--- config.mk ---
export PLATFORM = sky130hd
export DESIGN_NAME = seq_stage_ctrl
export DESIGN_NICKNAME = d
export VERILOG_FILES = /design/src/rtl/seq_stage_ctrl.sv
export SDC_FILE = /design/constraint.sdc
export NUM_CORES = 1
export LEC_CHECK = 0
export ABC_AREA = 1
export BUFFER_PORTS_ARGS = -buffer_cell sky130_fd_sc_hd__buf_2
export CAP_MARGIN = 20
export CORE_MARGIN = 4
export CORE_UTILIZATION = 54
export DETAILED_ROUTE_END_ITERATION = 10
export PLACE_DENSITY = 0.8
export SYNTH_ARGS = -nofsm -noshare
export SYNTH_HDL_FRONTEND = slang
export SYNTH_SLANG_ARGS = --single-unit
--- constraint.sdc ---
create_clock -name clock -period 2.1 [get_ports clock]
set_clock_uncertainty 0.15 [all_clocks]
set_input_delay 0.21 -clock clock [delete_from_list [all_inputs] [get_ports clock]]
set_output_delay 0.21 -clock clock [all_outputs]
set_load 0.01 [all_outputs]
--- src/rtl/seq_stage_ctrl.sv ---
// seq_stage_ctrl: Y86-64 SEQ stage sequencer and status tracker; defining SEQ_CTRL_SINGLE_STEP_EN adds a step input that runs one instruction per start/step pulse
module seq_stage_ctrl #(
  parameter int MEM_TIMEOUT = 16,
  parameter int RETIRE_W = 32
) (
  input  logic                clock,
  input  logic                reset,
  input  logic                start,
`ifdef SEQ_CTRL_SINGLE_STEP_EN
  input  logic                step,
`endif
  input  logic [3:0]          icode,
  input  logic [3:0]          ifun,
  input  logic                instr_valid,
  input  logic                imem_error,
  input  logic                cnd,
  input  logic                mem_ready,
  input  logic                dmem_error,
  output logic [2:0]          state,
  output logic                fetch_en,
  output logic                decode_en,
  output logic                exec_en,
  output logic                set_cc,
  output logic                mem_rd,
  output logic                mem_wr,
  output logic                wb_en,
  output logic                pc_en,
  output logic [1:0]          pc_sel,
  output logic [2:0]          stat,
  output logic [RETIRE_W-1:0] retired
);
  typedef enum logic [2:0] {IDLE, FETCH, DECODE, EXEC, MEM, WB, PCUPD, HALT} state_t;
  localparam logic [2:0] AOK = 3'd1;
  localparam logic [2:0] HLT = 3'd2;
  localparam logic [2:0] ADR = 3'd3;
  localparam logic [2:0] INS = 3'd4;
  localparam int TW = $clog2(MEM_TIMEOUT + 1);
  state_t st, st_n;
  logic [TW-1:0] tmo, tmo_n;
  logic [3:0] icode_q, icode_n, ifun_q, ifun_n;
  logic cnd_q, cnd_n, go, acc, unused_ifun;
  logic [2:0] stat_n;
`ifdef SEQ_CTRL_SINGLE_STEP_EN
  localparam bit STEP_MODE = 1'b1;
  assign go = start | step;
`else
  localparam bit STEP_MODE = 1'b0;
  assign go = start;
`endif
  assign state = st;
  assign unused_ifun = ^ifun_q;
  assign acc = icode_q inside {4'h4, 4'h5, 4'h8, 4'h9, 4'hA, 4'hB};
  always_comb begin
    st_n = st;
    stat_n = stat;
    icode_n = icode_q;
    ifun_n = ifun_q;
    cnd_n = cnd_q;
    tmo_n = '0;
    case (st)
      IDLE: st_n = go ? FETCH : IDLE;
      FETCH: begin
        icode_n = icode;
        ifun_n = ifun;
        st_n = (imem_error || !instr_valid || icode == 4'h0) ? HALT : DECODE;
        stat_n = imem_error ? ADR : !instr_valid ? INS : (icode == 4'h0) ? HLT : AOK;
      end
      DECODE: st_n = EXEC;
      EXEC: begin
        st_n = MEM;
        cnd_n = cnd;
      end
      MEM: begin
        if (!acc) begin
          st_n = WB;
        end else if (mem_ready) begin
          st_n = dmem_error ? HALT : WB;
          stat_n = dmem_error ? ADR : stat;
        end else if (tmo == TW'(MEM_TIMEOUT - 1)) begin
          st_n = HALT;
          stat_n = ADR;
        end else begin
          tmo_n = tmo + 1'b1;
        end
      end
      WB: st_n = PCUPD;
      PCUPD: st_n = STEP_MODE ? IDLE : FETCH;
      default: st_n = HALT;
    endcase
  end
  always_ff @(posedge clock) begin
    if (reset) begin
      st <= IDLE;
      stat <= AOK;
      retired <= '0;
      cnd_q <= 1'b0;
      icode_q <= 4'h0;
      ifun_q <= 4'h0;
      tmo <= '0;
      fetch_en <= 1'b0;
      decode_en <= 1'b0;
      exec_en <= 1'b0;
      set_cc <= 1'b0;
      mem_rd <= 1'b0;
      mem_wr <= 1'b0;
      wb_en <= 1'b0;
      pc_en <= 1'b0;
      pc_sel <= 2'd0;
    end else begin
      st <= st_n;
      stat <= stat_n;
      cnd_q <= cnd_n;
      icode_q <= icode_n;
      ifun_q <= ifun_n;
      tmo <= tmo_n;
      if (st == PCUPD) retired <= retired + 1'b1;
      fetch_en <= st_n == FETCH;
      decode_en <= st_n == DECODE;
      exec_en <= st_n == EXEC;
      set_cc <= st_n == EXEC && icode_n == 4'h6;
      mem_rd <= st_n == MEM && icode_n inside {4'h5, 4'h9, 4'hB};
      mem_wr <= st_n == MEM && icode_n inside {4'h4, 4'h8, 4'hA};
      wb_en <= st_n == WB && (icode_n inside {4'h3, 4'h5, 4'h6, 4'h8, 4'h9, 4'hA, 4'hB} || (icode_n == 4'h2 && cnd_n));
      pc_en <= st_n == PCUPD;
      pc_sel <= (st_n != PCUPD) ? 2'd0 : (icode_n == 4'h9) ? 2'd2 : (icode_n == 4'h8 || (icode_n == 4'h7 && cnd_n)) ? 2'd1 : 2'd0;
    end
  end
endmodule

* Word-level counts from Yosys, hierarchy flattened
Index checks and enable logic that the tools add are counted.
** Operators by class
- Add/subtract/negate cells :: 2
- Equal/unequal tests :: 33
- Muxes and demuxes :: 19
- Bitwise operators :: 2
- Reduce and logical (&&, ||, !) cells :: 22
** Operators by type and width (count)
- adder 32 x 1 -> 32 bit (second input constant) :: 1
- equality test 4 bit (second input constant) :: 8
- two-way mux 3 bit :: 10
- equality test 4 x 3 -> 1 bit (second input constant) :: 6
- case mux 3 bit (7 select lines) :: 1
- equality test 3 bit (second input constant) :: 6
- equality test 3 x 2 -> 1 bit (second input constant) :: 4
- != test 3 bit (second input constant) :: 3
- equality test 4 x 2 -> 1 bit (second input constant) :: 2
- nonzero test 7 bit :: 1
- equality test 3 x 1 -> 1 bit (second input constant) :: 2
- logical AND 1 bit :: 6
- two-way mux 2 bit :: 3
- case mux 3 bit (2 select lines) :: 1
- nonzero test 3 bit :: 2
- nonzero test 6 bit :: 1
- adder 5 x 1 -> 5 bit (second input constant) :: 1
- equality test 5 x 4 -> 1 bit (second input constant) :: 1
- OR reduction 5 bit :: 1
- zero test 4 bit :: 1
- logical OR 1 bit :: 4
- two-way mux 4 bit :: 1
- AND reduction 4 bit :: 1
- zero test 3 bit :: 1
- 7 further kinds :: 10
** Word-level totals
- Flip-flop bits (word level) :: 58
- Bits of input ports :: 16

* Depth between registers and ports, before layout
Gate-level depths: netlist (run 1).
- Depth after elaboration :: 7
- Gate-level depth with buffers :: 11

* Worst setup path before layout (run 1)
OpenSTA, ideal clock, no wires.
- Kind :: register to register
- Start :: register retired[0]
- End :: register retired[22]
- Setup time :: 128 ps
- Data arrival time :: 1382 ps
- Required time :: 1822 ps
- Slack :: 440 ps
- Cell stages (with the launch flop) :: 9
- Path buffers :: 0
- Cell sequence :: dfxtp_1 ha_1 nand3_1 nor2_4 nand3_1 nor2_1 nand3_1 nand2_1 nor2_1
** Between the ends
- Word-level cells in the longest chain between the ends :: 1
** RTL lines
- from (decl) :: RTL line 30 : output logic [RETIRE_W-1:0] retired
- from (signal assigned) :: RTL line 116 : if (st == PCUPD) retired <= retired + 1'b1;
- adder 32 x 1 -> 32 bit :: RTL line 116
Every way passes these cells.
A chain may end at the register's enable or synchronous reset.

* Worst setup path after layout (run 1)
- Start :: register tmo[0]
- End :: register mem_rd
** Between the ends
- Word-level cells in the longest chain between the ends :: 7
** RTL lines
- from (decl) :: RTL line 39 : logic [TW-1:0] tmo, tmo_n;
- from (signal assigned) :: RTL line 115 : tmo <= tmo_n;
- equality test 5 x 4 -> 1 bit :: RTL line 79 : end else if (tmo == TW'(MEM_TIMEOUT - 1)) begin
- two-way mux 3 bit :: RTL line 79
- two-way mux 3 bit :: RTL line 76 : end else if (mem_ready) begin
- two-way mux 3 bit :: RTL line 74 : if (!acc) begin
- case mux 3 bit (7 select lines) :: RTL line 60 : case (st)
- equality test 3 bit :: RTL line 121 : mem_rd <= st_n == MEM && icode_n inside {4'h5, 4'h9, 4'hB};
- logical AND 1 bit :: RTL line 121
- to (signal assigned) :: RTL line 121
- to (decl) :: RTL line 24 : output logic mem_rd,
Every way passes these cells.

==> flow_summary_export.csv, run 1 <==
group,metric,value,unit
global_route,overflow,0,
worst_setup_path,criticalPathCategory,"reg2reg",
sta,hold_slack,0.0846,ns
clock_tree,insertion_delay,0.33,ns
drt,dr_total_vias,3040,
die,rows,26,
sta,setup_viol,0,
global_route,grt_pass1_vias,2698,
cells_and_area,final_cell_area,3530,um2
logic_synthesis,synth_edf_count,0,
placed_design,gp_congestion,0.944,
sta,rsz0062_at_grt,"no",
die,ios,64,
worst_setup_path,cp-end-kind,"flop",
sta,period_share,88.8,%
logic_synthesis,netlist_instances,456,
worst_setup_path,r2r_cells,11,
logic_synthesis,netlist_area,2940,um2
worst_setup_path,r2r_slack,0.23,ns
worst_setup_path,crit_path_top_delay_cell,"dfxtp_1",
sta,slew_headroom,71.3,%
drt,routed_wl,7.14,mm
die,initial_utilization,56.7,%
logic_synthesis,synth_most_common_cell,"nand2_1",
global_route,grt_max_degree,26,
sta,final-max-slew-violation-count,0,
logic_synthesis,yosysSeqAreaShare,39.6,%
clock_tree,numCtsBuffers,9,
worst_setup_path,path_cells,"ha_1, nand2_1, nor2_1, ha_1, nor2_1, nand3_1, nand2_1, nand3_1, nor2_1, nand2_1, nor2_1",
placed_design,place_area,3330,um2
die,die_w,81.7,um
run_status,status,"finished, final reports clean",
worst_setup_path,required,2.22,ns
worst_setup_path,cpPeakStageDelay,0.33,ns
drt,drc_errors,0,
clock_tree,cts_resized,0,
cells_and_area,fin_util,68.3,%
logic_synthesis,synth_flop_cell,"dfxtp_1",
global_route,grt_use_total,23.1,%
drt,wl_per_cell,11.9,um
drt,drtIter0Drc,167,
sta,hold_viol_final,0,
drt,ant_nets,0,
worst_hold_path,hp-class,"in2reg",
global_route,grt_pass1_wl,11.9,mm
worst_setup_path,cp_data_arrival_time,1.98,ns
logic_synthesis,synth_cell_types,27,
clock_tree,cts.sinks,58,
power,peakVddDrop,654,uV
run,max_cap_violations,0,
logic_synthesis,synth_fp_nets,475,
worst_setup_path,r2r-start,"tmo[0]",
power,p_leak,1.66,nW
die,die_h,81.7,um
drt,vias_per_cell,5.08,
sta,max_slew.worst_pin.slew,0.427,ns
worst_setup_path,cp_num_buf_inv,0,
sta,setup_tns,0,ns
logic_synthesis,synth_area_leaders,"dfxtp_1 (40%), nand2_1 (16%), nor2_1 (13%)",
clock_tree,hold_buffers,0,
logic_synthesis,synth_warnings,0,
worst_setup_path,worstSetupStartpointType,"flop",
clock_tree,tritoncts,"done",
logic_synthesis,yosys.area.top_type,"dfxtp_1",
sta,fmax,536,MHz
clock_tree,root_buffer,"clkbuf_8",
cells_and_area,drive_above_1_share,16.9,%
worst_setup_path,worstPathMaxFanout,5,
sta,fin_crit,1.87,ns
clock_tree,clkTransAtPathRegs,0.06,ns
cells_and_area,antenna_cells,0,
logic_synthesis,synthArstFlopShare,0,%
clock_tree,cts_buffer_depth,2,
worst_setup_path,crit_top_cell,"nor2_1",
drt,first_pass_iters,4,
clock_tree,htree_levels,3,
die,die_area,6680,um2
worst_setup_path,reg2reg_to,"mem_rd",
die,core-area,5170,um2
logic_synthesis,ys_ff_latch,58,
power,powerDensity,938,nW/um2
cells_and_area,nNetsFinal,543,
global_route,antenna_found_initial,0,
placed_design,dpl.hpwl,5.38,mm
placed_design,io_buffer_count,59,
cells_and_area,synthToLayoutAreaGrowth,20.3,%
logic_synthesis,synth.avg_cell_area,6.44,um2
logic_synthesis,synth_top_area_share,39.6,%
worst_hold_path,worstHoldStart,"icode[3]",
clock_tree,post-cts-setup-buffers,0,
logic_synthesis,synth_commonest_cells,"nand2_1 (122), nor2_1 (99), dfxtp_1 (58)",
worst_hold_path,holdPathEnd,"icode_q[3]",
worst_hold_path,hold_depth,3,
worst_setup_path,path_delay_family,"simple AND/OR/NAND/NOR gates",
## sequential cells by signal (all words and copies together) (netlist names), 2 cells and up
register  count
retired      32
tmo           5
icode_q       4
stat          3
state         3
pc_sel        2
## worst reg2reg max path: stages, from the launching register on
cell and delay (ns):
dfxtp_1 0.33, ha_1 0.21, nand2_1 0.08, nor2_1 0.04
ha_1 0.18, nor2_1 0.20, nand3_1 0.10, nand2_1 0.06
nand3_1 0.16, nor2_1 0.13, nand2_1 0.09, nor2_1 0.08
## worst max-delay path by stage
stage	from	to	slack, ns	cells after the start
2_1_floorplan	retired[0]	retired[22]	0.44	8
3_3_place_gp	tmo[0]	mem_rd	0.29	11
3_5_place_dp	tmo[0]	mem_wr	0.25	11
4_1_cts	tmo[0]	mem_wr	0.23	11
5_1_grt	tmo[0]	mem_rd	0.02	11
6_report	tmo[0]	mem_rd	0.23	11
## logic make-up (layout without fill, tap and decap cells)
logic type | count (synthesis) | after routing | synth area share, %
DFF | 58 | 58 | 39.6
xor gates and xnor gates | 7 | 7 | 2.09
and+or+nand+nor | 293 | 293 | 43.3
adders and majority gates | 3 | 3 | 1.28
buffers and inverters | 65 | 137 | 8.40
AOI/OAI and AO/OA | 30 | 30 | 5.37
## layer usage
metal  up-vias  part of all wire (%)  GRT usage, %
met5         -                     0             0
met1      1379                    48          30.1
li1       1567                     -             -
met4         0                   1.6          10.3
met2        84                    44          35.9
met3        10                   6.3          6.03
## power breakdown
group          total (mW)  internal (mW)  leakage (nW)  switching [mW]
clock                1.05          0.637         0.106           0.417
combinational       0.965          0.320          1.08           0.645
sequential           1.29           1.21         0.469          0.0847
## cell usage in the layout, fill, tap and decap left out, types with 3 or more instances in the layout
| cell type | n |
|---|---|
| ha_1 | 3 |
| nor3_1 | 10 |
| inv_1 | 56 |
| nor2_1 | 99 |
| a21oi_1 | 17 |
| nand4_1 | 12 |
| dfxtp_1 | 58 |
| clkbuf_8 | 12 |
| nand3_1 | 34 |
| nand2_1 | 122 |
| buf_2 | 59 |
| o21ai_0 | 10 |
| nor2_4 | 4 |
| buf_4 | 5 |
| xor2_1 | 7 |
## through the flow
stage	worst slack, ns	power (mW)	std cells
after floorplan	0.440	2.02	456
after global placement	0.288	2.25	583
after detailed placement	0.253	2.27	583
after CTS	0.234	3.33	598
after global routing	0.0201	3.53	598
final	0.234	3.31	598
## area by class of cell
type	instances	area, um2
clock buffers	13	169
clock inverters	2	35.0
fillers	473	1640
inverters	58	218
multi-input cells	333	1530
flip-flops and latches	58	1160
well taps	70	87.6
repair buffers	64	333
Note: power is estimated with default switching activity, not from simulation.
==> run 2, diff against run 1 <==
Clock period 2.1 ns to 2.05 ns, I/O delays scaled along.
==> run 2 against run 1 <==
Hold slack got worse by 0.0045 ns. Sequential power is essentially flat. First-iteration DRC count up 38%. Non-clock buffer count did not move. Count of clock-buffer cells in the layout increased by 2. Core utilization grew 0.29 points. Highest routed layer unchanged. Sequential share of layout area down 0.14 points. Sequential cell count is the same. Wire length increased by 4.9%. Register-to-register slack got worse by 0.06 ns. Clock power rose by 8%. Combinational power about the same.
==> flow_summary_export.csv, run 2 (synthesized netlist as in run 1, its figures left out) <==
group,metric,value,unit
placed_design,post-place-ws,0.167,ns
clock_tree,clkTransAtPathRegs,0.06,ns
die,core-area,5170,um2
sta,slew_headroom,70.5,%
sta,final-max-slew-violation-count,0,
placed_design,dpl.hpwl,5.63,mm
worst_setup_path,path_delay_family,"simple AND/OR/NAND/NOR gates",
run,max_cap_violations,0,
drt,routed_wl,7.49,mm
drt,dr_total_vias,3097,
cells_and_area,multi_input_area,1530,um2
cells_and_area,top_register,"retired",
clock_tree,cts_resized,0,
global_route,grt_pass1_wl,12.6,mm
drt,vias_per_cell,5.17,
worst_setup_path,worstSetupStartpointType,"flop",
worst_setup_path,worstPathMaxFanout,5,
cells_and_area,final_common_cell,"nand2_1",
power,power.total,3.45,mW
sta,setup_viol,0,
cells_and_area,largestRegisters,"retired: 32 flops, tmo: 5 flops, icode_q: 4 flops",
cells_and_area,antenna_cells,0,
placed_design,io_buffer_count,59,
worst_setup_path,path_depth,11,
clock_tree,tritoncts,"done",
sta,setup_ws,0.176,ns
worst_setup_path,r2r_cells,11,
worst_setup_path,r2r-start,"tmo[0]",
worst_setup_path,endpoint,"mem_wr",
worst_setup_path,r2r_slack,0.18,ns
worst_hold_path,hp-class,"in2reg",
worst_setup_path,criticalPathCategory,"reg2reg",
clock_tree,post-cts-setup-buffers,0,
global_route,grt_use_total,24.4,%
power,powerDensity,974,nW/um2
sta,setup_tns,0,ns
power,peakVddDrop,735,uV
sta,fin_crit,1.87,ns
clock_tree,hold_buffers,0,
die,ios,64,
global_route,grt_max_degree,26,
die,die_h,81.7,um
cells_and_area,area.sequential,1160,um2
run_status,status,"finished, final reports clean",
global_route,antenna_found_initial,0,
worst_setup_path,reg2reg_to,"mem_wr",
power,p_leak,1.66,nW
sta,rsz0062_at_grt,"no",
drt,drtIter0Drc,231,
drt,first_pass_iters,5,
die,die_w,81.7,um
worst_setup_path,required,2.17,ns
worst_setup_path,cp_data_arrival_time,1.99,ns
drt,wl_per_cell,12.5,um
placed_design,gp_congestion,0.944,
clock_tree,insertion_delay,0.33,ns
worst_setup_path,crit_path_top_delay_cell,"dfxtp_1",
worst_setup_path,cp-end-kind,"flop",
cells_and_area,final_cell_mix,"nand2_1 (122), nor2_1 (98), buf_2 (59), dfxtp_1 (58), inv_1 (56)",
worst_setup_path,cpPeakStageDelay,0.33,ns
drt,ant_nets,0,
sta,period_share,91.4,%
sta,max_slew.worst_pin.slew,0.440,ns
global_route,grt_pass1_vias,2745,
worst_setup_path,path_cells,"ha_1, nand2_1, nor2_1, ha_1, nor2_2, nand3_1, nand2_1, nand3_1, nor2_1, nand2_1, nor2_1",
sta,fmax,534,MHz
die,die_area,6680,um2
cells_and_area,fillers,486,
clock_tree,htree_levels,3,
die,initial_utilization,56.7,%
clock_tree,cts_buffer_depth,2,
global_route,overflow,0,
cells_and_area,largest_reg_flops,32,
clock_tree,root_buffer,"clkbuf_8",
drt,drc_errors,0,
clock_tree,numCtsBuffers,9,
die,rows,26,
cells_and_area,drive_above_1_share,17.0,%
cells_and_area,nNetsFinal,543,
sta,hold_viol_final,0,
clock_tree,cts.sinks,58,
worst_setup_path,cp_num_buf_inv,0,
cells_and_area,synthToLayoutAreaGrowth,20.8,%
worst_setup_path,startpoint,"tmo[0]",
[run 2: layout make-up]
cell class                      count  share of cell area (%)
Timing Repair Buffer               64                    9.39
Sequential cell                    58                    32.7
Tap cell                           70                    2.47
Clock buffer                       15                    5.26
Clock inverter                      1                   0.847
Inverter                           58                    6.14
Multi-Input combinational cell    333                    43.2
[run 2: metal layers]
layer / share of wire (%) / GRT usage [%]
met1: 45 / 32.8
met2: 45 / 37.8
met3: 8.6 / 5.04
met4: 1.8 / 10.8
met5: 0 / 0
[run 2: worst min-delay path by stage]
| stage | slack [ns] | end | startpoint | cells past startpoint |
|---|---|---|---|---|
| floorplan | 0.25 | icode_q[3] | icode[3] | 2 |
| global placement | 0.28 | tmo[0] | tmo[0] | 1 |
| detailed placement | 0.30 | stat[0] | stat[0] | 2 |
| CTS | 0.06 | stat[0] | imem_error | 5 |
| global route | 0.10 | stat[0] | imem_error | 5 |
| finish | 0.08 | stat[0] | imem_error | 5 |
[run 2: power by group]
group,internal [mW],total [mW],switching (mW)
logic,0.328,1.00,0.673
registers,1.24,1.32,0.0869
clock network,0.696,1.13,0.431
[run 2: stage by stage]
| stage | area [um2] | instances | hold WS (ns) | util, % |
|---|---|---|---|---|
| final | 3550 | 599 | 0.0800 | 68.6 |
| after detailed placement | 3330 | 583 | 0.302 | 64.3 |
| after floorplan | 2940 | 456 | 0.251 | - |
| after global placement | 3330 | 583 | 0.284 | 64.3 |
| after CTS | 3540 | 599 | 0.0623 | 68.5 |
| after global routing | 3550 | 599 | 0.103 | 68.6 |
[run 2: worst min-delay path, cell delays in order]
cell and delay [ns]:
buf_2 0.10, inv_1 0.05, nand2_1 0.05, o21ai_0 0.07
nand2_1 0.06
==> run 3, diff against run 2 <==
Settings changed: CORE_ASPECT_RATIO from default to 0.6.
==> run 3 against run 2 <==
Count of clock-buffer cells in the layout is 2 lower. Sequential cell count stayed put. Sequential share of layout area is 0.092 points lower. Design area is 0.28% higher. Combinational power hardly changed. Global-route usage is 0.75 points higher. Worst setup slack better by 0.017 ns. Clock power hardly changed. Cell count is 0.33% lower. Sequential power hardly changed. Critical path type unchanged. Largest power group unchanged.
==> flow_summary_export.csv, run 3 (synthesized netlist as in run 1, its figures left out) <==
group,metric,value,unit
clock_tree,tritoncts,"done",
cells_and_area,fillers,448,
cells_and_area,largest_reg_flops,32,
sta,setup_viol,0,
worst_setup_path,cp-end-kind,"flop",
global_route,overflow,0,
worst_setup_path,criticalPathCategory,"reg2reg",
worst_setup_path,required,2.12,ns
drt,ant_nets,0,
sta,fin_crit,1.86,ns
sta,final-max-slew-violation-count,0,
drt,drc_errors,0,
global_route,grt_pass1_wl,12.9,mm
cells_and_area,multi_input_area,1540,um2
cells_and_area,area.sequential,1160,um2
clock_tree,cts_buffer_depth,2,
cells_and_area,largestRegisters,"retired: 32 flops, tmo: 5 flops, icode_q: 4 flops",
power,peakVddDrop,682,uV
die,ios,64,
clock_tree,insertion_delay,0.34,ns
worst_hold_path,worstHoldStart,"imem_error",
placed_design,gp_congestion,0.943,
power,power.total,3.44,mW
die,initial_utilization,56.9,%
global_route,grt_max_degree,26,
power,p_leak,1.68,nW
power,powerDensity,967,nW/um2
cells_and_area,synthToLayoutAreaGrowth,21.1,%
sta,max_slew.worst_pin.slew,0.434,ns
worst_hold_path,hp-class,"in2reg",
cells_and_area,final_cell_mix,"nand2_1 (122), nor2_1 (96), buf_2 (59), dfxtp_1 (58), inv_1 (56)",
cells_and_area,antenna_cells,0,
die,core-area,5150,um2
drt,vias_per_cell,5.18,
cells_and_area,final_common_cell,"nand2_1",
sta,rsz0062_at_grt,"no",
run,max_cap_violations,0,
clock_tree,cts.sinks,58,
drt,first_pass_iters,5,
worst_setup_path,worstSetupStartpointType,"flop",
cells_and_area,drive_above_1_share,17.9,%
drt,routed_wl,7.72,mm
clock_tree,root_buffer,"clkbuf_8",
worst_setup_path,cp_data_arrival_time,1.93,ns
die,die_area,6720,um2
worst_setup_path,r2r-start,"retired[0]",
global_route,grt_pass1_vias,2651,
run_status,status,"finished, final reports clean",
die,die_h,65.1,um
clock_tree,hold_buffers,0,
cells_and_area,nNetsFinal,546,
sta,setup_ws,0.193,ns
sta,fmax,539,MHz
drt,drtIter0Drc,211,
worst_setup_path,worstPathMaxFanout,6,
sta,period_share,90.6,%
clock_tree,clkTransAtPathRegs,0.06,ns
sta,slew_headroom,70.8,%
sta,setup_tns,0,ns
worst_setup_path,startpoint,"retired[0]",
die,rows,20,
global_route,antenna_found_initial,0,
clock_tree,htree_levels,3,
drt,dr_total_vias,3092,
sta,hold_viol_final,0,
die,die_w,103,um
global_route,grt_use_total,25.2,%
clock_tree,numCtsBuffers,9,
drt,wl_per_cell,12.9,um
placed_design,io_buffer_count,59,
placed_design,post-place-ws,0.168,ns
placed_design,dpl.hpwl,5.87,mm
cells_and_area,top_register,"retired",
-- run 3: path summary, 6_finish.rpt --
| check | endpoint | slack [ns] | cells past startpoint |
|---|---|---|---|
| setup / recovery | retired[22] | 0.19 | 8 |
| hold / removal | stat[0] | 0.08 | 5 |
| setup reg to reg | retired[22] | 0.19 | 8 |
| hold reg to reg | tmo[0] | 0.30 | 1 |
-- run 3: metrics by stage --
step / hold slack, ns / cells / utilization (%) / area (um2)
global placement: 0.283 / 582 / 64.9 / 3340
detailed placement: 0.294 / 582 / 64.9 / 3340
global route: 0.135 / 597 / 69.0 / 3560
finish: 0.0802 / 597 / 69.0 / 3560
floorplan: 0.251 / 456 / - / 2940
CTS: 0.0670 / 597 / 68.8 / 3550
-- run 3: final cells by class --
cell class / instances / area share (%)
clock inverters: 2 / 0.985
clock buffers: 13 / 4.75
multi-input cells: 333 / 43.2
inverters: 58 / 6.12
flip-flops and latches: 58 / 32.7
repair buffers: 67 / 9.99
well taps: 66 / 2.32
-- run 3: routing by layer --
metal  vias up  GRT usage, %  routed length [um]
li1       1568             -                   -
met5         -             0                   0
met2       171          31.2                2880
met4         0          8.40                  95
met1      1342          39.2                3840
met3        11          8.80                 896
-- run 3: critical path, stage by stage (launching register included) --
cell	delay (ns)
dfxtp_1	0.41
ha_1	0.21
nand3_1	0.17
nor2_4	0.20
nand3_1	0.18
nor2_2	0.21
nand3_1	0.09
nand2_1	0.08
nor2_1	0.03
-- run 3: power breakdown --
group | total (mW) | internal [mW] | switching, mW | leakage (nW)
Combinational | 1.00 | 0.328 | 0.675 | 1.10
Sequential | 1.33 | 1.24 | 0.0940 | 0.469
Clock | 1.10 | 0.653 | 0.450 | 0.106
Total | 3.44 | 2.22 | 1.22 | 1.68
-- run 3: timing repair --
action	CTS	global route
setup buffers	0	0
resized for setup	0	3
endpoints found under the setup margin	0	4
